`config.mk`:
```
export PLATFORM = sky130hd
export DESIGN_NAME = fpga_cfg_loader_flat
export DESIGN_NICKNAME = d
export VERILOG_FILES = /design/src/rtl/fpga_cfg_loader_if.sv /design/src/rtl/fpga_cfg_loader.sv /design/src/flat_wrapper.sv
export SDC_FILE = /design/constraint.sdc
export NUM_CORES = 1
export LEC_CHECK = 0
export CORE_MARGIN = 3
export CORE_UTILIZATION = 50
export CTS_CLUSTER_SIZE = 40
export DETAILED_ROUTE_END_ITERATION = 12
export GPL_TIMING_DRIVEN = 0
export HOLD_SLACK_MARGIN = 0.02
export PLACE_DENSITY = 0.79
export SLEW_MARGIN = 5
export SYNTH_ARGS = -nofsm -noshare
export SYNTH_HDL_FRONTEND = slang
export SYNTH_SLANG_ARGS = --single-unit
```
`constraint.sdc`:
```
create_clock -name clk -period 4.8 [get_ports clk]
set_input_delay 0.96 -clock clk [delete_from_list [all_inputs] [get_ports clk]]
set_output_delay 0.96 -clock clk [all_outputs]
set_load 0.005 [all_outputs]
```
`src/rtl/fpga_cfg_loader_if.sv`:
```
// Bitstream byte channel between the pin wrapper (master) and the config loader (slave).
// Transfer happens on a rising clk edge where byte_valid and byte_ready are both high.
interface fpga_cfg_loader_if;
    logic [7:0] byte_in;
    logic       byte_valid;
    logic       byte_ready;

    modport master (
        output byte_in,
        output byte_valid,
        input  byte_ready
    );

    modport slave (
        input  byte_in,
        input  byte_valid,
        output byte_ready
    );
endinterface

```
`src/rtl/fpga_cfg_loader.sv`:
```
// Loads a CHAIN_LEN-bit bitstream, byte by byte and LSB first, into the fabric's serial
// config chain, strobes the latch once, then enables the fabric.
module fpga_cfg_loader #(
    parameter int CHAIN_LEN = 256,
    parameter int CNT_W     = 16
) (
    input  logic             clk,
    input  logic             rst_n,
    input  logic             ena,
    input  logic             start,
    fpga_cfg_loader_if.slave bus,
    output logic             cfg_data,
    output logic             cfg_shift,
    output logic             cfg_latch,
    output logic             fabric_en,
    output logic             busy,
    output logic             done
);

    typedef enum logic [2:0] {IDLE, LOAD, SHIFT, LATCH, RUN} state_t;

    localparam logic [CNT_W-1:0] LAST_BIT = CNT_W'(CHAIN_LEN);

    state_t           state_q;
    logic [CNT_W-1:0] bitcnt_q;
    logic [CNT_W-1:0] bitcnt_d;
    logic [2:0]       idx_q;
    logic [7:0]       shreg_q;
    logic             cfg_data_q;
    logic             cfg_shift_q;
    logic             cfg_latch_q;
    logic             fabric_en_q;
    logic             busy_q;

    assign bitcnt_d = bitcnt_q + CNT_W'(1);

    // Only control that is visible to the source: gated by ena so a frozen loader never consumes a byte.
    assign bus.byte_ready = ena && (state_q == LOAD);

    always_ff @(posedge clk or negedge rst_n) begin
        if (!rst_n) begin
            state_q     <= IDLE;
            bitcnt_q    <= '0;
            idx_q       <= '0;
            shreg_q     <= '0;
            cfg_data_q  <= 1'b0;
            cfg_shift_q <= 1'b0;
            cfg_latch_q <= 1'b0;
            fabric_en_q <= 1'b0;
            busy_q      <= 1'b0;
        end else if (!ena) begin
            cfg_shift_q <= 1'b0;
            cfg_latch_q <= 1'b0;
        end else begin
            cfg_shift_q <= 1'b0;
            cfg_latch_q <= 1'b0;
            case (state_q)
                IDLE: begin
                    if (start) begin
                        state_q  <= LOAD;
                        bitcnt_q <= '0;
                        busy_q   <= 1'b1;
                    end
                end
                LOAD: begin
                    if (bus.byte_valid) begin
                        shreg_q <= bus.byte_in;
                        idx_q   <= '0;
                        state_q <= SHIFT;
                    end
                end
                SHIFT: begin
                    cfg_data_q  <= shreg_q[idx_q];
                    cfg_shift_q <= 1'b1;
                    idx_q       <= idx_q + 3'd1;
                    bitcnt_q    <= bitcnt_d;
                    // Chain full wins over byte boundary: leftover bits of a short final byte are dropped.
                    if (bitcnt_d == LAST_BIT) begin
                        state_q <= LATCH;
                    end else if (idx_q == 3'd7) begin
                        state_q <= LOAD;
                    end
                end
                LATCH: begin
                    cfg_latch_q <= 1'b1;
                    fabric_en_q <= 1'b1;
                    busy_q      <= 1'b0;
                    state_q     <= RUN;
                end
                RUN: begin
                    if (start) begin
                        state_q     <= LOAD;
                        bitcnt_q    <= '0;
                        fabric_en_q <= 1'b0;
                        busy_q      <= 1'b1;
                    end
                end
                default: state_q <= IDLE;
            endcase
        end
    end

    assign cfg_data  = cfg_data_q;
    assign cfg_shift = cfg_shift_q;
    assign cfg_latch = cfg_latch_q;
    assign fabric_en = fabric_en_q;
    assign busy      = busy_q;
    assign done      = fabric_en_q;

endmodule
```
`src/flat_wrapper.sv`:
```
// flat-port wrapper written by rule: the top's interface ports become plain ports
module fpga_cfg_loader_flat 
#(
    parameter int CHAIN_LEN = 256,
    parameter int CNT_W     = 16
)
  (clk, rst_n, ena, start, cfg_data, cfg_shift, cfg_latch, fabric_en, busy, done, bus_byte_in, bus_byte_valid, bus_byte_ready);
  fpga_cfg_loader_if bus_i ();
  input  logic clk;
  input  logic rst_n;
  input  logic ena;
  input  logic start;
  output logic cfg_data;
  output logic cfg_shift;
  output logic cfg_latch;
  output logic fabric_en;
  output logic busy;
  output logic done;
  input wire logic [$bits(bus_i.byte_in)-1:0] bus_byte_in;
  input wire logic [$bits(bus_i.byte_valid)-1:0] bus_byte_valid;
  output wire logic [$bits(bus_i.byte_ready)-1:0] bus_byte_ready;
  assign bus_i.byte_in = bus_byte_in;
  assign bus_i.byte_valid = bus_byte_valid;
  assign bus_byte_ready = bus_i.byte_ready;
  fpga_cfg_loader #(.CHAIN_LEN(CHAIN_LEN), .CNT_W(CNT_W)) u_core (.clk(clk), .rst_n(rst_n), .ena(ena), .start(start), .bus(bus_i), .cfg_data(cfg_data), .cfg_shift(cfg_shift), .cfg_latch(cfg_latch), .fabric_en(fabric_en), .busy(busy), .done(done));
endmodule
```
### Word level (Yosys, flattened, before mapping)

Cells that the tools add are included.

* $add $sub $neg: 2
* order comparisons: 1
* equal/unequal tests: 10
* muxes and demuxes: 19
* reductions and logical operators: 14

Operators by type and width (number)
* 16-bit case mux with 2 select lines: 1
* 16-bit by 1-bit adder with 16-bit output (second input constant): 1
* 16-bit by 9-bit == test with 1-bit output (second input constant): 1
* 16-bit two-way mux: 1
* 3-bit two-way mux: 5
* 3-bit AND reduction: 5
* 3-bit case mux with 4 select lines: 1
* 2-bit nonzero test: 4
* 1-bit two-way mux: 7
* 3-bit by 2-bit == test with 1-bit output (second input constant): 2
* 3-bit == test (second input constant): 2
* 3-bit case mux with 2 select lines: 1
* 3-bit by 4-bit less-than comparator with 1-bit output (second input constant): 1
* 2-bit != test (second input constant): 2
* 1-bit case mux with 2 select lines: 2
* 4-bit AND reduction: 1
* 3-bit by 1-bit adder with 3-bit output (second input constant): 1
* 1-bit binary-select mux with 3-bit select: 1
* 3-bit by 1-bit == test with 1-bit output (second input constant): 1
* 3-bit zero test: 1
* 3-bit by 1-bit != test with 1-bit output (second input constant): 1
* 2-bit by 1-bit != test with 1-bit output (second input constant): 1
* 2-bit AND reduction: 1
* 2-bit OR reduction: 1
* 1-bit logical AND: 1

* register bits after elaboration: 35
* bits of input ports: 13
* output and inout bits: 7
* logic and storage cells: 55

### Depth between registers and ports, before layout

Gate-level depths: netlist of run 1.

* depth after elaboration: 4
* depth in mapped cells: 8
* gate-level depth less buffers: 7

### Worst setup path before layout of run 1

OpenSTA, ideal clock, no wires.

* path type: input-to-output
* start: in ena
* end: out bus_byte_ready
* arrival time: 1.437 ns
* required time: 3.840 ns
* path slack: 2.403 ns
* stages on the path: 3
* cell sequence: nor2b_1 nand2_1 nor2_1

* longest elaborated chain between the ends: 1

RTL lines
* start: declaration: RTL line flat_wrapper.sv:11 `input logic ena;`
* 1-bit logical AND: RTL line fpga_cfg_loader.sv:38 `assign bus.byte_ready = ena && (state_q == LOAD);`
* end: declaration: RTL line flat_wrapper.sv:21 `output wire logic [$bits(bus_i.byte_ready)-1:0] bus_byte_ready;`

Every way passes these cells.

### Worst setup path after layout of run 1

Same ends and word-level chain as after synthesis.

==> results.toml, run 1 <==
[final_layout]
syn_to_final_growth_pct = 17.9
layout_common_cells = "dfrtp_1, nand2_1, o21ai_0, clkdlybuf4s50_1, nor2_1"
drive_gt1_share_pct = 15.7
final_common_cell = "dfrtp_1"
antenna_cells = 0
fin_nets = 238

[synthesis]
async_flop_share_pct = 100
synth_top_flop_cell = "dfrtp_1"
synth_cell_types = 44
postSynthCellCount = 196
ys_ff_latch = 35
synth_edf_count = 0
avgSynthCellArea_sq_um = 9.74
yosysSeqAreaShare_pct = 45.9
yosysWarningCount = 0
netlist_area_sq_um = 1910
syn_nets = 212

[setup_path]
cpMostUsedCell = "clkdlybuf4s50_1"
crit_slowest_cell = "clkdlybuf4s50_1"
arrival_ns = 2.68
crit_type = "input port to output port"
max_stage_delay_ns = 0.56
start_kind = "input port"
worstPathMaxFanout = 6
crit_chain = "clkdlybuf4s50_1, nor2b_1, nand2_1, nor2_1, clkdlybuf4s50_1"
endpoint_kind = "output port"
crit_required_ns = 3.84

[power_and_ir_drop]
finalPower_w = 0.00103
ir_drop_v = 0.000269
p_int_w = 0.000664
switchingPower_w = 0.000368
p_sw_share_pct = 35.6
leakage_nw = 0.966
p_per_area_nw_per_um2 = 459
pwr-share-seq_pct = 42.4
pwr-share-comb_pct = 35.5
pwr-share-clk_pct = 22.1

[detailed_routing]
drt_first_iter_violations = 147
first_pass_iters = 4
wl_per_cell_microns = 14.6
ant_nets = 0
wirelength_microns = 3920
num_vias = 1580
avgViaCountPerCell = 5.87
drcViolationCount = 0

[global_route]
grtUsageTotal_pct = 19.7
grt_pass1_vias = 1482
grt_max_degree = 36
antenna_found_initial = 0
grt_pass1_wl_microns = 6740
grt_overflow = 0

[job]
max-cap-violations = 0

[clock_network]
clk_latency_ns = 0.29
cts_root_buffer = "clkbuf_8"
cts_hold_buf = 0
clk_pin_slew_ns = 0.07
cts_buffers = 5
h-tree-depth = 2
cts_tree = "built"
cts.sinks = 35
clockBufferDepth = 2
cts_setup_buffers = 0
cts_resized = 0

[die]
core-area_sq_um = 3490
chipHeight_microns = 67.8
die_w_microns = 67.8
start_util_pct = 54.6
ios = 20
rows = 21
die_area_sq_um = 4590

[timing]
period_minus_slack_ns = 3.64
setup_viol = 0
slew_headroom_pct = 48.5
post-route-period-util_pct = 75.8
grt_setup_unrepaired = "no"
tns_ns = 0
skew_ns = 0.0151
finalHoldViolCount = 0
worst_pin_slew_ns = 0.773
hold_ws_ns = 0.508
fmax_mhz = 275
slew_viol_final = 0

[min_path]
min_path_type = "register to register"

[status]
status = "complete, no violations"

[place]
gp_congestion = 0.842
port_buffers = 19
dpl.hpwl_microns = 2750
[state kept, by name, indices dropped and copies added, names as in the netlist]
signal,cells
u_core.bitcnt_q,16
u_core.shreg_q,8
u_core.idx_q,3
u_core.state_q,3
u_core.busy,1
u_core.cfg_data,1
u_core.cfg_latch,1
u_core.cfg_shift,1
u_core.done,1
[power groups by stage]
| stage | Combinational (W) | Sequential (W) | Clock [W] |
|---|---|---|---|
| final | 0.000366 | 0.000438 | 0.000228 |
| after global routing | 0.000416 | 0.000449 | 0.000244 |
| after CTS | 0.000369 | 0.000438 | 0.000233 |
| after detailed placement | 0.000366 | 0.000444 | 0 |
| after global placement | 0.000355 | 0.000440 | 0 |
| after floorplan | 0.000255 | 0.000428 | 0 |
[per-layer routing]
layer | GRT usage [%] | vias to the layer above | routed length [microns] | part of all wire (%)
li1 | - | 771 | - | -
met1 | 26.2 | 768 | 1810 | 46
met2 | 30.6 | 34 | 1900 | 48
met3 | 4.16 | 7 | 155 | 4.0
met4 | 9.18 | 0 | 61 | 1.6
met5 | 0 | - | 0 | 0
[kinds of logic (layout without fill, tap and decap cells)]
logic type      after synthesis  in the layout  share of synthesized area, %
buf+inv                      15             42                          3.41
xor+xnor                      4              4                          2.23
flops                        35             35                          45.9
simple gates                 75             75                          21.9
fa+ha+maj                     3              3                          1.97
compound gates               53             53                          17.0
mux                          11             11                          7.61
[cell type report]
| cell class | instances | area, sq um |
|---|---|---|
| tap | 46 | 57.6 |
| multi-input combinational | 146 | 967 |
| inverter | 4 | 15.0 |
| timing repair buffer | 19 | 185 |
| buffer | 11 | 50.0 |
| fill | 288 | 1240 |
| clock buffer | 6 | 82.6 |
| sequential | 35 | 876 |
| clock inverter | 2 | 16.3 |
[final timing paths]
kind / slack, ns / cells past startpoint / startpoint / endpoint
setup / recovery: 1.16 / 5 / ena / bus_byte_ready
hold / removal: 0.51 / 1 / u_core.shreg_q[3]$_DFFE_PN0P_ / u_core.shreg_q[3]$_DFFE_PN0P_
setup reg to reg: 2.65 / 7 / u_core.bitcnt_q[11]$_DFFE_PN0P_ / u_core.state_q[0]$_DFFE_PN0P_
hold reg to reg: 0.51 / 1 / u_core.shreg_q[3]$_DFFE_PN0P_ / u_core.shreg_q[3]$_DFFE_PN0P_
max in group asynchronous: 3.56 / 1 / rst_n / u_core.bitcnt_q[4]$_DFFE_PN0P_
min in group asynchronous: 0.74 / 1 / rst_n / u_core.busy$_DFFE_PN0P_
[synthesized netlist by cell type (5+ instances only)]
library cell | instances | area [sq um]
clkbuf_1 | 6 | 22.5
o21ai_1 | 7 | 35.0
nor2_1 | 17 | 63.8
nand4_1 | 6 | 37.5
a31oi_1 | 5 | 31.3
dfrtp_1 | 35 | 876
nand3_1 | 7 | 35.0
o21ai_0 | 19 | 95.1
mux2_2 | 8 | 90.1
nand2_1 | 24 | 90.1
a21oi_1 | 8 | 40.0
[critical path: cells and delay by family]
family | cells | cell delay [ns]
buffers and inverters | 2 | 1.08
and+or+nand+nor | 3 | 0.63
[per-stage QoR]
stage	area [sq um]	setup WS, ns	std cells	util, %
6_report	2250	1.16	269	64.4
5_1_grt	2250	1.04	269	64.4
4_1_cts	2250	1.19	269	64.4
3_5_place_dp	2150	1.20	261	61.5
3_3_place_gp	2160	1.18	261	61.7
2_1_floorplan	1910	2.40	196	-
No activity file was read; power rests on OpenSTA's default activity.
==> inputs of run 2 (changes only) <==
--- a/config.mk
+++ b/config.mk
@@ -11,7 +11,7 @@
 export DETAILED_ROUTE_END_ITERATION = 12
 export GPL_TIMING_DRIVEN = 0
 export HOLD_SLACK_MARGIN = 0.02
-export PLACE_DENSITY = 0.79
+export PLACE_DENSITY = 0.82
 export SLEW_MARGIN = 5
 export SYNTH_ARGS = -nofsm -noshare
 export SYNTH_HDL_FRONTEND = slang
==> constraint.sdc (replaced) <==
create_clock -name clk -period 3.3 [get_ports clk]
set_input_delay 0.66 -clock clk [delete_from_list [all_inputs] [get_ports clk]]
set_output_delay 0.66 -clock clk [all_outputs]
set_load 0.005 [all_outputs]
==> run 2 against run 1 <==
  * Utilization rose by 0.39 points
  * Largest power group unchanged
  * Non-clock buffer count unchanged
  * Global-route usage rose by 0.83 points
  * Highest routed layer unchanged
  * Sequential cell count unchanged
  * Clock-buffer cell count is 1 lower
  * Die area unchanged
  * Critical path depth unchanged
  * Clock skew shrank 0.0022 ns
  * Sequential power up 46%
  * Sequential share of layout area is 0.24 points lower
==> results.toml, run 2 (synthesized netlist as in run 1, its figures left out) <==
[clock_network]
clockBufferDepth = 2
cts_root_buffer = "clkbuf_8"
cts_resized = 0
clk_latency_ns = 0.29
h-tree-depth = 2
cts.sinks = 35
cts_setup_buffers = 0
cts_buffers = 5
cts_hold_buf = 0
cts_tree = "built"
clk_pin_slew_ns = 0.08

[place]
port_buffers = 19
pre_cts_ws_ns = 0.270
dpl.hpwl_microns = 2750
dpl.cell_count = 261
gp_congestion = 0.841

[die]
core-area_sq_um = 3490
die_w_microns = 67.8
chipHeight_microns = 67.8
rows = 21
die_area_sq_um = 4590
ios = 20
start_util_pct = 54.6

[global_route]
grtUsageTotal_pct = 20.5
antenna_found_initial = 0
grt_pass1_vias = 1502
grt_overflow = 0
grt_pass1_wl_microns = 7010
grt_max_degree = 36

[power_and_ir_drop]
p_sw_share_pct = 34.6
pwr-share-seq_pct = 41.0
ir_drop_v = 0.000499
switchingPower_w = 0.000541
p_int_w = 0.00102
pwr-share-comb_pct = 34.2
finalPower_w = 0.00156
pwr-share-clk_pct = 24.9
leakage_nw = 0.977
p_per_area_nw_per_um2 = 690

[detailed_routing]
routed-wl-met3_microns = 177
avgViaCountPerCell = 5.84
wl_per_cell_microns = 15.1
wirelength_microns = 4060
drcViolationCount = 0
drt_first_iter_violations = 174
first_pass_iters = 4
wl_met2_microns = 1950
ant_nets = 0
top_layer_used = "met4"
num_vias = 1571
wl_met1_microns = 1860

[final_layout]
fillers = 281
multiInputGateArea_sq_um = 967
regArea_sq_um = 876
stdcell_count = 269
final_common_cell = "dfrtp_1"
max_flop_register = "u_core.bitcnt_q"
antenna_cells = 0
fin_nets = 238
syn_to_final_growth_pct = 18.6
largest_reg_flops = 16
drive_gt1_share_pct = 15.7
largestRegisters = "u_core.bitcnt_q: 16 flops, u_core.shreg_q: 8 flops"
layout_common_cells = "dfrtp_1, nand2_1, o21ai_0, clkdlybuf4s50_1, nor2_1"

[status]
status = "complete, no violations"

[setup_path]
crit_type = "input port to output port"
reg2reg_depth = 7
worstPathMaxFanout = 6
endpoint_kind = "output port"
start_kind = "input port"
crit_required_ns = 2.64
arrival_ns = 2.37

[timing]
period_minus_slack_ns = 3.03
slew_viol_final = 0
skew_ns = 0.0129
worst_pin_slew_ns = 0.780
slew_headroom_pct = 48.0
fmax_mhz = 330
setup_slack_ns = 0.269
finalHoldViolCount = 0
setup_viol = 0
tns_ns = 0
post-route-period-util_pct = 91.9
grt_setup_unrepaired = "no"

[job]
max-cap-violations = 0

[min_path]
min_path_type = "input port to async pin"
## run 2: cell count changes in the layout (fill, tap and decap cells not counted), sizes merged
cell and delta:
clkbuf -1, bufinv +1, clkinvlp -1, clkinv +1
## run 2: layer usage
layer,up-vias,global-route usage [%]
met1,746,27.0
met2,43,32.3
met3,11,5.66
li1,771,-
met5,-,0
met4,0,7.44
## run 2: critical path: stages
cell             delay [ns]
clkdlybuf4s50_1        0.56
nor2b_1                0.35
nand2_1                0.13
nor2_1                 0.14
clkdlybuf4s50_1        0.52
## run 2: area by class of cell
class                           count  area share (%)
Buffer                             11            2.21
Clock buffer                        5            3.04
Clock inverter                      3            1.93
Inverter                            4           0.663
Multi-Input combinational cell    146            42.7
Sequential cell                    35            38.7
Tap cell                           46            2.54
Timing Repair Buffer               19            8.18
## run 2: power by group through the flow
stage	clock, W	sequential [W]	combinational, W
finish	0.000388	0.000640	0.000534
global route	0.000418	0.000656	0.000598
CTS	0.000396	0.000640	0.000537
detailed placement	0	0.000648	0.000532
global placement	0	0.000639	0.000512
floorplan	0	0.000623	0.000371
## run 2: final timing paths
path                                                  from                        endpoint  slack, ns
min in group clk             u_core.shreg_q[2]$_DFFE_PN0P_   u_core.shreg_q[2]$_DFFE_PN0P_       0.51
setup / recovery                                       ena                  bus_byte_ready       0.27
hold reg to reg              u_core.shreg_q[2]$_DFFE_PN0P_   u_core.shreg_q[2]$_DFFE_PN0P_       0.51
setup reg to reg           u_core.bitcnt_q[11]$_DFFE_PN0P_   u_core.state_q[0]$_DFFE_PN0P_       1.17
hold / removal                                       rst_n  u_core.bitcnt_q[6]$_DFFE_PN0P_       0.44
max in group asynchronous                            rst_n  u_core.bitcnt_q[0]$_DFFE_PN0P_       2.36
## run 2: through the flow
step	cell area (sq um)	hold slack, ns	utilization (%)
4_1_cts	2260	0.463	64.8
3_3_place_gp	2160	0.486	61.7
3_5_place_dp	2150	0.486	61.5
6_report	2260	0.438	64.8
5_1_grt	2260	0.496	64.8
2_1_floorplan	1910	0.364	-
